--- config.mk ---
export PLATFORM = sky130hd
export DESIGN_NAME = par_to_serial
export DESIGN_NICKNAME = d
export VERILOG_FILES = /design/src/rtl/par_to_serial.sv
export SDC_FILE = /design/constraint.sdc
export NUM_CORES = 1
export LEC_CHECK = 0
export CORE_UTILIZATION = 40
export CTS_CLUSTER_SIZE = 14
export DETAILED_ROUTE_END_ITERATION = 10
export GPL_ROUTABILITY_DRIVEN = 0
export PLACE_DENSITY_LB_ADDON = 0.1
export SLEW_MARGIN = 20
export SYNTH_ARGS = -nofsm -noshare
export SYNTH_HDL_FRONTEND = slang
export SYNTH_SLANG_ARGS = --single-unit
--- constraint.sdc ---
create_clock -name clk -period 1.54 [get_ports clk]
set_clock_uncertainty 0.1 [all_clocks]
set_input_delay 0.154 -clock clk [delete_from_list [all_inputs] [get_ports clk]]
set_output_delay 0.154 -clock clk [all_outputs]
set_load 0.05 [all_outputs]
--- src/rtl/par_to_serial.sv ---
// Parallel-to-serial link transmitter: one-entry hold buffer feeding an
// MSB-first shifter, with idle-character fill and a forced idle run after reset.
module par_to_serial #(
    parameter int         WIDTH     = 8,
    parameter logic [7:0] IDLE_CHAR = 8'hBC,
    parameter int         MIN_IDLE  = 4
) (
    input  logic             clk,
    input  logic             reset,
    input  logic [WIDTH-1:0] data_in,
    input  logic             valid_in,
    output logic             ready_out,
    output logic             data_out,
    output logic             frame_start,
    output logic             sending_data
);
    localparam int CW = $clog2(WIDTH);

    typedef enum logic {INIT, ACTIVE} state_t;

    state_t           state_q, state_d;
    logic [WIDTH-1:0] hold_q, hold_d;
    logic             hold_full_q, hold_full_d;
    logic [WIDTH-1:0] shift_q, shift_d;
    logic [CW-1:0]    bit_cnt_q, bit_cnt_d;
    logic [3:0]       idle_cnt_q, idle_cnt_d;
    logic             data_out_q, data_out_d;
    logic             frame_start_q, frame_start_d;
    logic             sending_q, sending_d;

    logic             boundary;
    logic             accept;
    logic             load_hold;
    logic [WIDTH-1:0] next_byte;

    always_ff @(posedge clk or posedge reset) begin
        if (reset) begin
            state_q       <= INIT;
            hold_q        <= '0;
            hold_full_q   <= 1'b0;
            shift_q       <= '0;
            bit_cnt_q     <= CW'(WIDTH - 1);
            idle_cnt_q    <= '0;
            data_out_q    <= 1'b0;
            frame_start_q <= 1'b0;
            sending_q     <= 1'b0;
        end else begin
            state_q       <= state_d;
            hold_q        <= hold_d;
            hold_full_q   <= hold_full_d;
            shift_q       <= shift_d;
            bit_cnt_q     <= bit_cnt_d;
            idle_cnt_q    <= idle_cnt_d;
            data_out_q    <= data_out_d;
            frame_start_q <= frame_start_d;
            sending_q     <= sending_d;
        end
    end

    always_comb begin
        boundary  = (bit_cnt_q == CW'(WIDTH - 1));
        accept    = valid_in && !hold_full_q;
        load_hold = boundary && (state_q == ACTIVE) && hold_full_q;
        next_byte = load_hold ? hold_q : IDLE_CHAR;

        state_d       = state_q;
        hold_d        = hold_q;
        hold_full_d   = hold_full_q;
        idle_cnt_d    = idle_cnt_q;
        bit_cnt_d     = bit_cnt_q + CW'(1);
        // shift_q holds the bits still to be sent, aligned to the MSB
        shift_d       = {shift_q[WIDTH-2:0], 1'b0};
        data_out_d    = shift_q[WIDTH-1];
        frame_start_d = 1'b0;
        sending_d     = sending_q;

        if (accept) begin
            hold_d      = data_in;
            hold_full_d = 1'b1;
        end

        if (boundary) begin
            shift_d       = {next_byte[WIDTH-2:0], 1'b0};
            data_out_d    = next_byte[WIDTH-1];
            frame_start_d = 1'b1;
            sending_d     = load_hold;
            if (load_hold) begin
                hold_full_d = 1'b0;
            end
            if (state_q == INIT) begin
                idle_cnt_d = idle_cnt_q + 4'd1;
                if (idle_cnt_q == 4'(MIN_IDLE - 1)) begin
                    state_d = ACTIVE;
                end
            end
        end
    end

    assign ready_out    = !hold_full_q;
    assign data_out     = data_out_q;
    assign frame_start  = frame_start_q;
    assign sending_data = sending_q;

endmodule

After elaboration in Yosys (flattened, before gate mapping)
Cells that the tools add are included.
- flip-flop bits (word level): 28
- bits in latches: 0
- RAM bits: 0
- ROM bits: 0
- input bits: 11
- output and inout port bits: 4
- word-level logic and storage cells: 28
- memories: 0
- add/sub/neg operators: 2
- multipliers: 0
- div/mod/pow operators: 0
- magnitude comparators: 0
- equal/unequal tests: 2
- shift-type cells: 0
- muxes and demuxes: 9
- bitwise operators: 1
- reductions and logical operators: 5
- operator list (operator ; count):
    2-to-1 mux 8 bit ; 2
    2-to-1 mux 1 bit ; 7
    adder 4 x 1 -> 4 bit (second input constant) ; 1
    equality test 4 x 2 -> 1 bit (second input constant) ; 1
    adder 3 x 1 -> 3 bit (second input constant) ; 1
    equality test 3 bit (second input constant) ; 1
    logical AND 1 bit ; 3
    AND reduction 2 bit ; 1
    logical NOT 1 bit ; 1
    inverter 1 bit ; 1

Longest topological paths before layout
Gate-level depths: netlist (run 1).
- depth in word-level cells: 5
- depth in mapped cells: 6
- mapped depth without buffers: 5

Least setup slack after synthesis (run 1)
OpenSTA, ideal clock, no wires.
- path kind: reg-to-reg
- start point: register bit_cnt_q[0]
- end point: register idle_cnt_q[1]
- library setup time: 0.125 ns
- arrival time: 1.421 ns
- required time: 1.315 ns
- slack: -0.106 ns
- cell stages (with the launch flop): 6
- path buffers: 1
- period minus slack after synthesis: 1.646 ns
- cells stage by stage: dfstp_2 -> ha_1 -> ha_1 -> buf_6 -> nor2b_4 -> mux2_2
- longest elaborated chain between the ends: 2
- RTL lines (what ; line ; source):
    start: declaration ; 25 ; logic [CW-1:0] bit_cnt_q, bit_cnt_d;
    start signal: assignment ; 42 ; bit_cnt_q <= CW'(WIDTH - 1);
    start signal: assignment ; 52 ; bit_cnt_q <= bit_cnt_d;
    equality test 3 bit ; 61 ; boundary = (bit_cnt_q == CW'(WIDTH - 1));
    via boundary ; 31 ; logic boundary;
    AND reduction 2 bit (no source line) ; -- ;
    end signal: assignment ; 53 ; idle_cnt_q <= idle_cnt_d;
    end: declaration ; 26 ; logic [3:0] idle_cnt_q, idle_cnt_d;
The timed path passes the listed nets, and every way through them passes these cells.
A chain may end at the register's enable or synchronous reset.

Worst setup path in the final report (run 1)
Same ends and word-level chain as after synthesis.

==> results of run 1 <==
-- state kept, by name (all words and copies together) (netlist names) --
register      count
data_out          1
hold_full_q       1
hold_q            8
frame_start       1
idle_cnt_q        4
sending_data      1
state_q           1
shift_q           7
bit_cnt_q         3
-- worst max-delay path: stages, from the launching register on --
cell and delay, ps:
dfstp_2 570, ha_4 140, ha_4 120, nor2b_4 180, mux2_4 310
-- through the flow --
step / TNS, ps / util (%) / instance area [sq um]
global placement: 0 / 50.8 / 1280
detailed placement: -8.78 / 50.8 / 1280
CTS: 0 / 51.9 / 1310
floorplan: -51.4 / - / 1110
finish: 0 / 51.9 / 1310
global route: -19.3 / 51.9 / 1310
-- logic make-up (layout without fill, tap and decap cells) --
kind of cell,count (synthesis),in the layout,synth area share [%]
flops,27,27,63.0
mux,9,9,12.2
compound gates,10,10,5.45
buf+inv,9,27,4.64
xor+xnor,3,3,2.44
fa+ha+maj,3,3,3.48
simple gates,21,21,8.82
-- worst min-delay path by stage --
stage	slack (ps)	depth (start not counted)	end
5_1_grt	120	3	idle_cnt_q[2]$_DFFE_PP0P_
4_1_cts	100	3	hold_q[1]$_DFFE_PP0P_
2_1_floorplan	100	1	data_out$_DFF_PP0_
3_3_place_gp	350	1	bit_cnt_q[0]$_DFF_PP1_
3_5_place_dp	350	1	bit_cnt_q[0]$_DFF_PP1_
6_report	90	3	idle_cnt_q[0]$_DFFE_PP0P_
-- final cells by class --
type,instances,area share (%)
timing repair buffer,17,12.6
multi-input combinational,46,28.8
tap,30,2.87
inverter,6,1.72
clock buffer,3,1.72
sequential,27,51.9
clock inverter,1,0.382
-- routing by layer --
layer	vias up	global-route usage, %	wire (um)
met3	2	2.54	55
met4	0	6.58	11
met2	8	20.2	753
met1	296	18.4	841
met5	-	0	0
li1	304	-	-
-- power groups by stage --
stage               Clock (mW)  Combinational, mW  Sequential, mW
global placement             0              0.164           0.801
global route             0.340              0.183           0.796
finish                   0.294              0.165           0.789
floorplan                    0             0.0967           0.811
CTS                      0.311              0.168           0.789
detailed placement           0              0.167           0.802
-- layout by cell type (no fill, tap or decap) --
master	instances
nand4_1	1
clkinv_2	1
nand3_1	1
a31o_2	1
nor2_1	12
buf_12	1
dfstp_2	3
o21ai_0	1
ha_4	2
nor2b_1	1
mux2_4	9
dfrtp_1	24
inv_1	6
o21a_1	1
ha_1	1
a21oi_1	5
clkbuf_4	3
nor2b_4	1
buf_4	6
xnor2_1	2
xor2_1	1
clkdlybuf4s50_1	10
o22ai_1	2
nand2_1	5
==> flow_metrics.env, run 1 <==
export IMPL_run_status="finished clean"
export IMPL_gr_total_overflow=0
export IMPL_share_seq_of_total_power_pct=63.2
export IMPL_net_switching_power_uw=294
export IMPL_final_instance_count_excl_fill=130
export IMPL_largest_net_degree_at_the_start_of_global_routing=28
export IMPL_critPathCaptureType="register"
export IMPL_postCtsHoldBufs=0
export IMPL_total_wire_length_after_detailed_routing_um=1660
export IMPL_worst_endpoint_required_ps=1660
export IMPL_synth_cell_area_sq_um=1080
export IMPL_place_ws_ps=-4.20
export IMPL_final_setup_worst_slack_ps=23.6
export IMPL_worstHoldPathType="input port to async pin"
export IMPL_fp_dieW_um=53.9
export IMPL_design_portCount=15
export IMPL_critical_path_max_fanout=4
export IMPL_start_util_pct=42.8
export IMPL_drt_iter0_markers=0
export IMPL_drt_pre_antenna_iters=1
export IMPL_power_total_mw=1.25
export IMPL_internal_power_uw=953
export IMPL_synth_edf_count=0
export IMPL_placed_cells=126
export IMPL_power_leakage_nw=0.607
export IMPL_multi_input_comb_area_sq_um=378
export IMPL_period_minus_ws_final_ps=1520
export IMPL_startpoint="bit_cnt_q[0]$_DFF_PP1_"
export IMPL_tritoncts="done"
export IMPL_crit_type="register to register"
export IMPL_syn_instance_count=82
export IMPL_finalNetCount=115
export IMPL_seq_area_sq_um=679
export IMPL_yosysMostFrequentCell="dfrtp_1"
export IMPL_endpoint_of_the_most_critical_register_to_register_path="idle_cnt_q[1]$_DFFE_PP0P_"
export IMPL_finalHoldViolCount=0
export IMPL_clkTransAtPathRegs_ps=140
export IMPL_switching_share_of_power_pct=23.6
export IMPL_pwr_density_nw_per_um2=952
export IMPL_clock_tree_root_cell="clkbuf_4"
export IMPL_hold_worst_slack_ps=85.2
export IMPL_fin_crit_sh_pct=98.5
export IMPL_worst_r2r_cell_count=4
export IMPL_antennaDiodeCount=0
export IMPL_detailroute_via_count=610
export IMPL_grt_antenna_before_repair=0
export IMPL_timing_rr_start="bit_cnt_q[0]$_DFF_PP1_"
export IMPL_antenna_left=0
export IMPL_fp_coreArea_sq_um=2520
export IMPL_drt_wirelength_per_cell_um=12.8
export IMPL_grt_first_pass_wirelength_um=2640
export IMPL_cts_max_path_buffers=2
export IMPL_fp_row_count=18
export IMPL_timing_max_transition_violations_final=0
export IMPL_htreeDepth=1
export IMPL_placement_io_buffers=14
export IMPL_synth_top_area_share_pct=55.7
export IMPL_synth_sequential_area_ratio_pct=63.0
export IMPL_tightest_slew_ps=338
export IMPL_setup_viol_count_final=0
export IMPL_yosys_register_bits=27
export IMPL_ys_top_cells_by_count="dfrtp_1, nor2_1, mux2_4, inv_1"
export IMPL_design_die_area_sq_um=2910
export IMPL_post_synth_cell_area_avg_sq_um=13.2
export IMPL_peakVddDrop_v=0.000554
export IMPL_post_cts_resized=0
export IMPL_netlist_top_cell_by_area="dfrtp_1"
export IMPL_worst_slew_margin_rel_pct=77.4
export IMPL_drcViolationCount=0
export IMPL_crit_arrival_ps=1630
export IMPL_synth_cell_type_count=21
export IMPL_synthArstFlopShare_pct=100
export IMPL_cts_buffers=3
export IMPL_synth_net_count=96
export IMPL_highest_attainable_clock_frequency_mhz=659
export IMPL_combPwrFrac_pct=13.2
export IMPL_flow_area_growth_from_synthesis_pct=21.5
export IMPL_clock_latency_ps=310
export IMPL_synthTopCellsByArea="dfrtp_1, mux2_4, dfstp_2"
export IMPL_dp_hpwl_um=1100
export IMPL_vias_per_cell=4.69
export IMPL_r2r_slack_ps=20
export IMPL_cts_setup_buffers=0
export IMPL_max_cap_viol_count=0
export IMPL_endpoint="idle_cnt_q[1]$_DFFE_PP0P_"
export IMPL_grt_total_usage_pct=13.4
export IMPL_share_of_final_layout_standard_cells_stronger_than_drive_strength_1_pct=27.0
export IMPL_grt_pass1_vias=599
export IMPL_die_height_um=53.9
export IMPL_clock_sinks=27
export IMPL_timing_critical_path_from_type="register"
export IMPL_layout_filler_cells=233
export IMPL_primary_ff_master_synth="dfrtp_1"
export IMPL_grt_setup_unrepaired="yes"
export IMPL_power_frac_clock_pct=23.6
export IMPL_synth_warning_count=0
Power figures use the tool's default switching activity.
==> inputs of run 2 (changes only) <==
--- a/config.mk
+++ b/config.mk
@@ -5,6 +5,8 @@
 export SDC_FILE = /design/constraint.sdc
 export NUM_CORES = 1
 export LEC_CHECK = 0
+export CAP_MARGIN = 5
+export CORE_MARGIN = 10
 export CORE_UTILIZATION = 40
 export CTS_CLUSTER_SIZE = 14
 export DETAILED_ROUTE_END_ITERATION = 10
==> run 2 against run 1 <==
Clock power increased by 6%. First-iteration DRC count increased by 18. Non-clock buffer count increased by 1. Worst hold slack improved by 240 ps. Final area increased by 1.9%. Worst setup slack got worse by 13 ps. Sequential cell count unchanged. Via count increased by 4.8%. Cell count increased by 0.77%. Wire length increased by 6.5%. Register-to-register slack about the same. Die area increased by 78%. Critical path type unchanged. Critical endpoint unchanged.
==> flow_metrics.env, run 2 (same netlist as run 1, synthesis figures left out) <==
export IMPL_crit_type="register to register"
export IMPL_cts_max_path_buffers=2
export IMPL_worst_r2r_cell_count=4
export IMPL_layout_cells_most_common="dfrtp_1"
export IMPL_cts_setup_buffers=0
export IMPL_worst_endpoint_required_ps=1680
export IMPL_pwr_density_nw_per_um2=951
export IMPL_design_die_area_sq_um=5170
export IMPL_clock_latency_ps=330
export IMPL_htreeDepth=1
export IMPL_hold_worst_slack_ps=328
export IMPL_grt_total_usage_pct=7.56
export IMPL_worst_path_largest_cell_delay_ps=580
export IMPL_place_ws_ps=17.9
export IMPL_finalCoreUtilization_pct=52.9
export IMPL_cts_buffers=3
export IMPL_share_of_final_layout_standard_cells_stronger_than_drive_strength_1_pct=26.7
export IMPL_worst_slew_margin_rel_pct=76.6
export IMPL_detailroute_via_count=639
export IMPL_drt_wirelength_per_cell_um=13.5
export IMPL_endpoint="idle_cnt_q[1]$_DFFE_PP0P_"
export IMPL_cpMostUsedCell="ha_4"
export IMPL_drcViolationCount=0
export IMPL_final_setup_worst_slack_ps=10.8
export IMPL_timing_max_transition_violations_final=0
export IMPL_max_cap_viol_count=0
export IMPL_r2r_slack_ps=10
export IMPL_grt_util_met1_pct=8.56
export IMPL_flow_area_growth_from_synthesis_pct=23.8
export IMPL_tightest_slew_ps=350
export IMPL_layout_filler_cells=231
export IMPL_grt_most_used_layer="met2"
export IMPL_endpoint_of_the_most_critical_register_to_register_path="idle_cnt_q[1]$_DFFE_PP0P_"
export IMPL_placement_io_buffers=14
export IMPL_timing_rr_start="bit_cnt_q[0]$_DFF_PP1_"
export IMPL_grt_setup_unrepaired="yes"
export IMPL_power_leakage_nw=0.612
export IMPL_clock_sinks=27
export IMPL_design_portCount=15
export IMPL_met3_usage_pct=2.45
export IMPL_fp_coreArea_sq_um=2520
export IMPL_seq_area_sq_um=679
export IMPL_largest_net_degree_at_the_start_of_global_routing=21
export IMPL_largest_register_ffs=8
export IMPL_total_wire_length_after_detailed_routing_um=1770
export IMPL_setup_viol_count_final=0
export IMPL_largest_registers="hold_q x8, shift_q x7, idle_cnt_q x4"
export IMPL_top_register="hold_q"
export IMPL_period_minus_ws_final_ps=1530
export IMPL_critical_path_max_fanout=4
export IMPL_highest_attainable_clock_frequency_mhz=654
export IMPL_final_instance_count_excl_fill=131
export IMPL_leading_cell_types_in_the_layout_fill_and_taps_excluded="dfrtp_1, nor2_1, clkdlybuf4s50_1"
export IMPL_timing_critical_path_from_type="register"
export IMPL_clock_tree_root_cell="clkbuf_4"
export IMPL_placed_cells=126
export IMPL_multi_input_comb_area_sq_um=378
export IMPL_peakVddDrop_v=0.000596
export IMPL_start_util_pct=42.8
export IMPL_dp_hpwl_um=1220
export IMPL_finalNetCount=116
export IMPL_critPathCaptureType="register"
export IMPL_global_route_usage_met2_pct=12.7
export IMPL_tritoncts="done"
export IMPL_die_height_um=71.9
export IMPL_grt_pass1_vias=704
export IMPL_gr_total_overflow=0
export IMPL_grt_antenna_before_repair=0
export IMPL_finalHoldViolCount=0
export IMPL_drt_pre_antenna_iters=2
export IMPL_setup_tns_final_ps=0
export IMPL_cell_type_of_the_slowest_stage_on_the_worst_timing_path="dfstp_2"
export IMPL_antennaDiodeCount=0
export IMPL_clkTransAtPathRegs_ps=160
export IMPL_worstHoldPathType="input port to register"
export IMPL_drt_iter0_markers=18
export IMPL_run_status="finished clean"
export IMPL_antenna_left=0
export IMPL_vias_per_cell=4.88
export IMPL_fin_crit_sh_pct=99.3
export IMPL_post_cts_resized=0
export IMPL_worst_path_cell_chain="ha_4 -> ha_4 -> nor2b_4 -> mux2_4"
export IMPL_fp_row_count=18
export IMPL_fp_dieW_um=71.9
export IMPL_startpoint="bit_cnt_q[0]$_DFF_PP1_"
export IMPL_grt_first_pass_wirelength_um=3210
export IMPL_crit_arrival_ps=1670
## run 2: changes by cell type in the layout (fill, tap and decap cells not counted)
cell,delta
clkinv_2,-1
buf_12,+1
clkinvlp_4,+1
dlygate4sd3_1,+1
buf_4,-1
## run 2: how the worst min path moves through the flow
stage	cells after the start	endpoint	slack, ps	startpoint
final	2	hold_q[3]$_DFFE_PP0P_	330	data_in[3]
after global routing	2	hold_q[5]$_DFFE_PP0P_	300	data_in[5]
after CTS	2	hold_q[5]$_DFFE_PP0P_	320	data_in[5]
after detailed placement	1	bit_cnt_q[0]$_DFF_PP1_	340	bit_cnt_q[0]$_DFF_PP1_
after global placement	2	idle_cnt_q[0]$_DFFE_PP0P_	340	reset
after floorplan	1	data_out$_DFF_PP0_	100	reset
## run 2: stage by stage
stage                     cell area [sq um]  total power, mW
after floorplan                        1110            0.908
after CTS                              1340             1.29
after detailed placement               1290            0.973
after global placement                 1290            0.971
after global routing                   1340             1.34
final                                  1340             1.27
## run 2: metal layers
layer	wire length [um]	up-vias
li1	-	305
met1	781	322
met2	885	8
met3	74	4
met4	28	0
met5	0	-
## run 2: repair_timing
action                                 in CTS  in global routing
endpoints found under the hold margin       7                  0
hold buffers                                1                  0
setup endpoints to repair                   1                  4
pin swaps                                   0                  1
## run 2: final cells by class
type | count | area share [%]
inverters | 6 | 1.69
clock inverters | 1 | 0.562
repair buffers | 18 | 14.1
well taps | 30 | 2.81
multi-input cells | 46 | 28.3
flip-flops and latches | 27 | 50.9
clock buffers | 3 | 1.69
## run 2: critical path, delay by kind of cell, from the launching register on
| family | cells | cell delay, ps |
|---|---|---|
| flops | 1 | 580 |
| mux | 1 | 310 |
| fa+ha+maj | 2 | 270 |
| simple gates | 1 | 190 |
## run 2: report_power, final
part | internal (mW) | switching, mW
registers | 0.765 | 0.0231
clock network | 0.0992 | 0.212
logic | 0.0963 | 0.0740
==> inputs of run 3 (changes only) <==
--- a/config.mk
+++ b/config.mk
@@ -6,8 +6,10 @@
 export NUM_CORES = 1
 export LEC_CHECK = 0
 export CAP_MARGIN = 5
-export CORE_MARGIN = 10
-export CORE_UTILIZATION = 40
+export CELL_PAD_IN_SITES_DETAIL_PLACEMENT = 1
+export CELL_PAD_IN_SITES_GLOBAL_PLACEMENT = 2
+export CORE_MARGIN = 4
+export CORE_UTILIZATION = 32
 export CTS_CLUSTER_SIZE = 14
 export DETAILED_ROUTE_END_ITERATION = 10
 export GPL_ROUTABILITY_DRIVEN = 0
==> run 3 against run 2 <==
Cell count is 9.9% higher. Worst hold slack got worse by 270 ps. Critical endpoint unchanged. Die area shrank 16%. Wire length is 2.4% higher. Clock-buffer cell count unchanged. Via count is 0.31% lower. First-iteration DRC count unchanged. Sequential cell count is the same. Sequential power is essentially flat. Final area barely moved. Core utilization decreased by 10 points. Largest cell class unchanged.
==> flow_metrics.env, run 3 (same netlist as run 1, synthesis figures left out) <==
export IMPL_run_status="finished clean"
export IMPL_largest_registers="hold_q x8, shift_q x7, idle_cnt_q x4"
export IMPL_drt_wirelength_per_cell_um=12.6
export IMPL_fin_crit_sh_pct=98.9
export IMPL_clock_tree_root_cell="clkbuf_4"
export IMPL_fp_row_count=20
export IMPL_grt_setup_unrepaired="yes"
export IMPL_layout_cells_most_common="dfrtp_1"
export IMPL_antenna_left=0
export IMPL_htreeDepth=1
export IMPL_period_minus_ws_final_ps=1520
export IMPL_final_instance_count_excl_fill=144
export IMPL_largest_net_degree_at_the_start_of_global_routing=28
export IMPL_vias_per_cell=4.42
export IMPL_drt_pre_antenna_iters=3
export IMPL_flow_area_growth_from_synthesis_pct=23.7
export IMPL_timing_critical_path_from_type="register"
export IMPL_largest_register_ffs=8
export IMPL_timing_rr_start="bit_cnt_q[0]$_DFF_PP1_"
export IMPL_critPathCaptureType="register"
export IMPL_design_portCount=15
export IMPL_placed_cell_area_sq_um=1300
export IMPL_final_setup_worst_slack_ps=16.9
export IMPL_peakVddDrop_v=0.000555
export IMPL_dp_hpwl_um=1240
export IMPL_tritoncts="done"
export IMPL_grt_first_pass_wirelength_um=3260
export IMPL_top_register="hold_q"
export IMPL_clkTransAtPathRegs_ps=160
export IMPL_finalHoldViolCount=0
export IMPL_setup_tns_final_ps=0
export IMPL_startpoint="bit_cnt_q[0]$_DFF_PP1_"
export IMPL_finalInstanceArea_sq_um=1330
export IMPL_timing_max_transition_violations_final=0
export IMPL_hold_worst_slack_ps=56.4
export IMPL_clock_sinks=27
export IMPL_grt_total_usage_pct=9.99
export IMPL_tightest_slew_ps=336
export IMPL_power_total_mw=1.27
export IMPL_placement_io_buffers=14
export IMPL_worst_slew_margin_rel_pct=77.6
export IMPL_setup_viol_count_final=0
export IMPL_max_cap_viol_count=0
export IMPL_cts_max_path_buffers=2
export IMPL_grt_antenna_before_repair=0
export IMPL_critical_path_max_fanout=4
export IMPL_cts_setup_buffers=0
export IMPL_placed_cells=140
export IMPL_finalCoreUtilization_pct=42.6
export IMPL_die_height_um=66.1
export IMPL_clock_latency_ps=330
export IMPL_antennaDiodeCount=0
export IMPL_fp_dieW_um=66.1
export IMPL_start_util_pct=34.5
export IMPL_finalNetCount=115
export IMPL_highest_attainable_clock_frequency_mhz=657
export IMPL_pwr_density_nw_per_um2=951
export IMPL_grt_pass1_vias=683
export IMPL_crit_type="register to register"
export IMPL_postCtsHoldBufs=0
export IMPL_drt_iter0_markers=18
export IMPL_total_wire_length_after_detailed_routing_um=1810
export IMPL_leading_cell_types_in_the_layout_fill_and_taps_excluded="dfrtp_1, nor2_1, clkdlybuf4s50_1"
export IMPL_power_leakage_nw=0.604
export IMPL_share_of_final_layout_standard_cells_stronger_than_drive_strength_1_pct=27.0
export IMPL_place_ws_ps=18.0
export IMPL_design_die_area_sq_um=4360
export IMPL_crit_arrival_ps=1660
export IMPL_worst_endpoint_required_ps=1680
export IMPL_cts_buffers=3
export IMPL_detailroute_via_count=637
export IMPL_drcViolationCount=0
export IMPL_gr_total_overflow=0
export IMPL_worstHoldPathType="input port to async pin"
export IMPL_fp_coreArea_sq_um=3130
run 3: timing repair:
action	in CTS	in global routing
pin swaps	0	1
gates resized for setup	1	0
endpoints found under the setup margin	1	4
gates cloned	0	0
run 3: worst max-delay path, stage by stage (launching register included):
cell and delay [ps]:
dfstp_2 580, ha_4 140, ha_4 130, nor2b_4 180, mux2_4 300
run 3: path summary, 6_finish.rpt:
kind | end | slack (ps) | cells past startpoint
worst min-delay path | frame_start$_DFF_PP0_ | 60 | 3
worst max-delay path | idle_cnt_q[1]$_DFFE_PP0P_ | 20 | 4
max in group asynchronous | bit_cnt_q[1]$_DFF_PP1_ | 990 | 3
worst max register to register | idle_cnt_q[1]$_DFFE_PP0P_ | 20 | 4
min in group clk | hold_q[2]$_DFFE_PP0P_ | 320 | 2
worst min register to register | idle_cnt_q[3]$_DFFE_PP0P_ | 380 | 1
run 3: routing by layer:
metal	up-vias	GRT usage, %	wire, um
li1	303	-	-
met1	319	14.5	927
met2	13	13.9	786
met3	2	3.91	83
met4	0	2.28	15
met5	-	0	0
run 3: layout make-up:
cell class                      instances  area (sq um)
Clock inverter                          1          7.51
Multi-Input combinational cell         46           378
Timing Repair Buffer                   17           169
Inverter                                6          22.5
Sequential cell                        27           679
Tap cell                               44          55.1
Fill cell                             330          1790
Clock buffer                            3          22.5
run 3: report_power, final:
part           internal (mW)  total [mW]  switching, mW  leakage (nW)
Sequential             0.765       0.789         0.0241         0.315
Combinational         0.0914       0.166         0.0751         0.275
Clock                 0.0993       0.313          0.214        0.0139
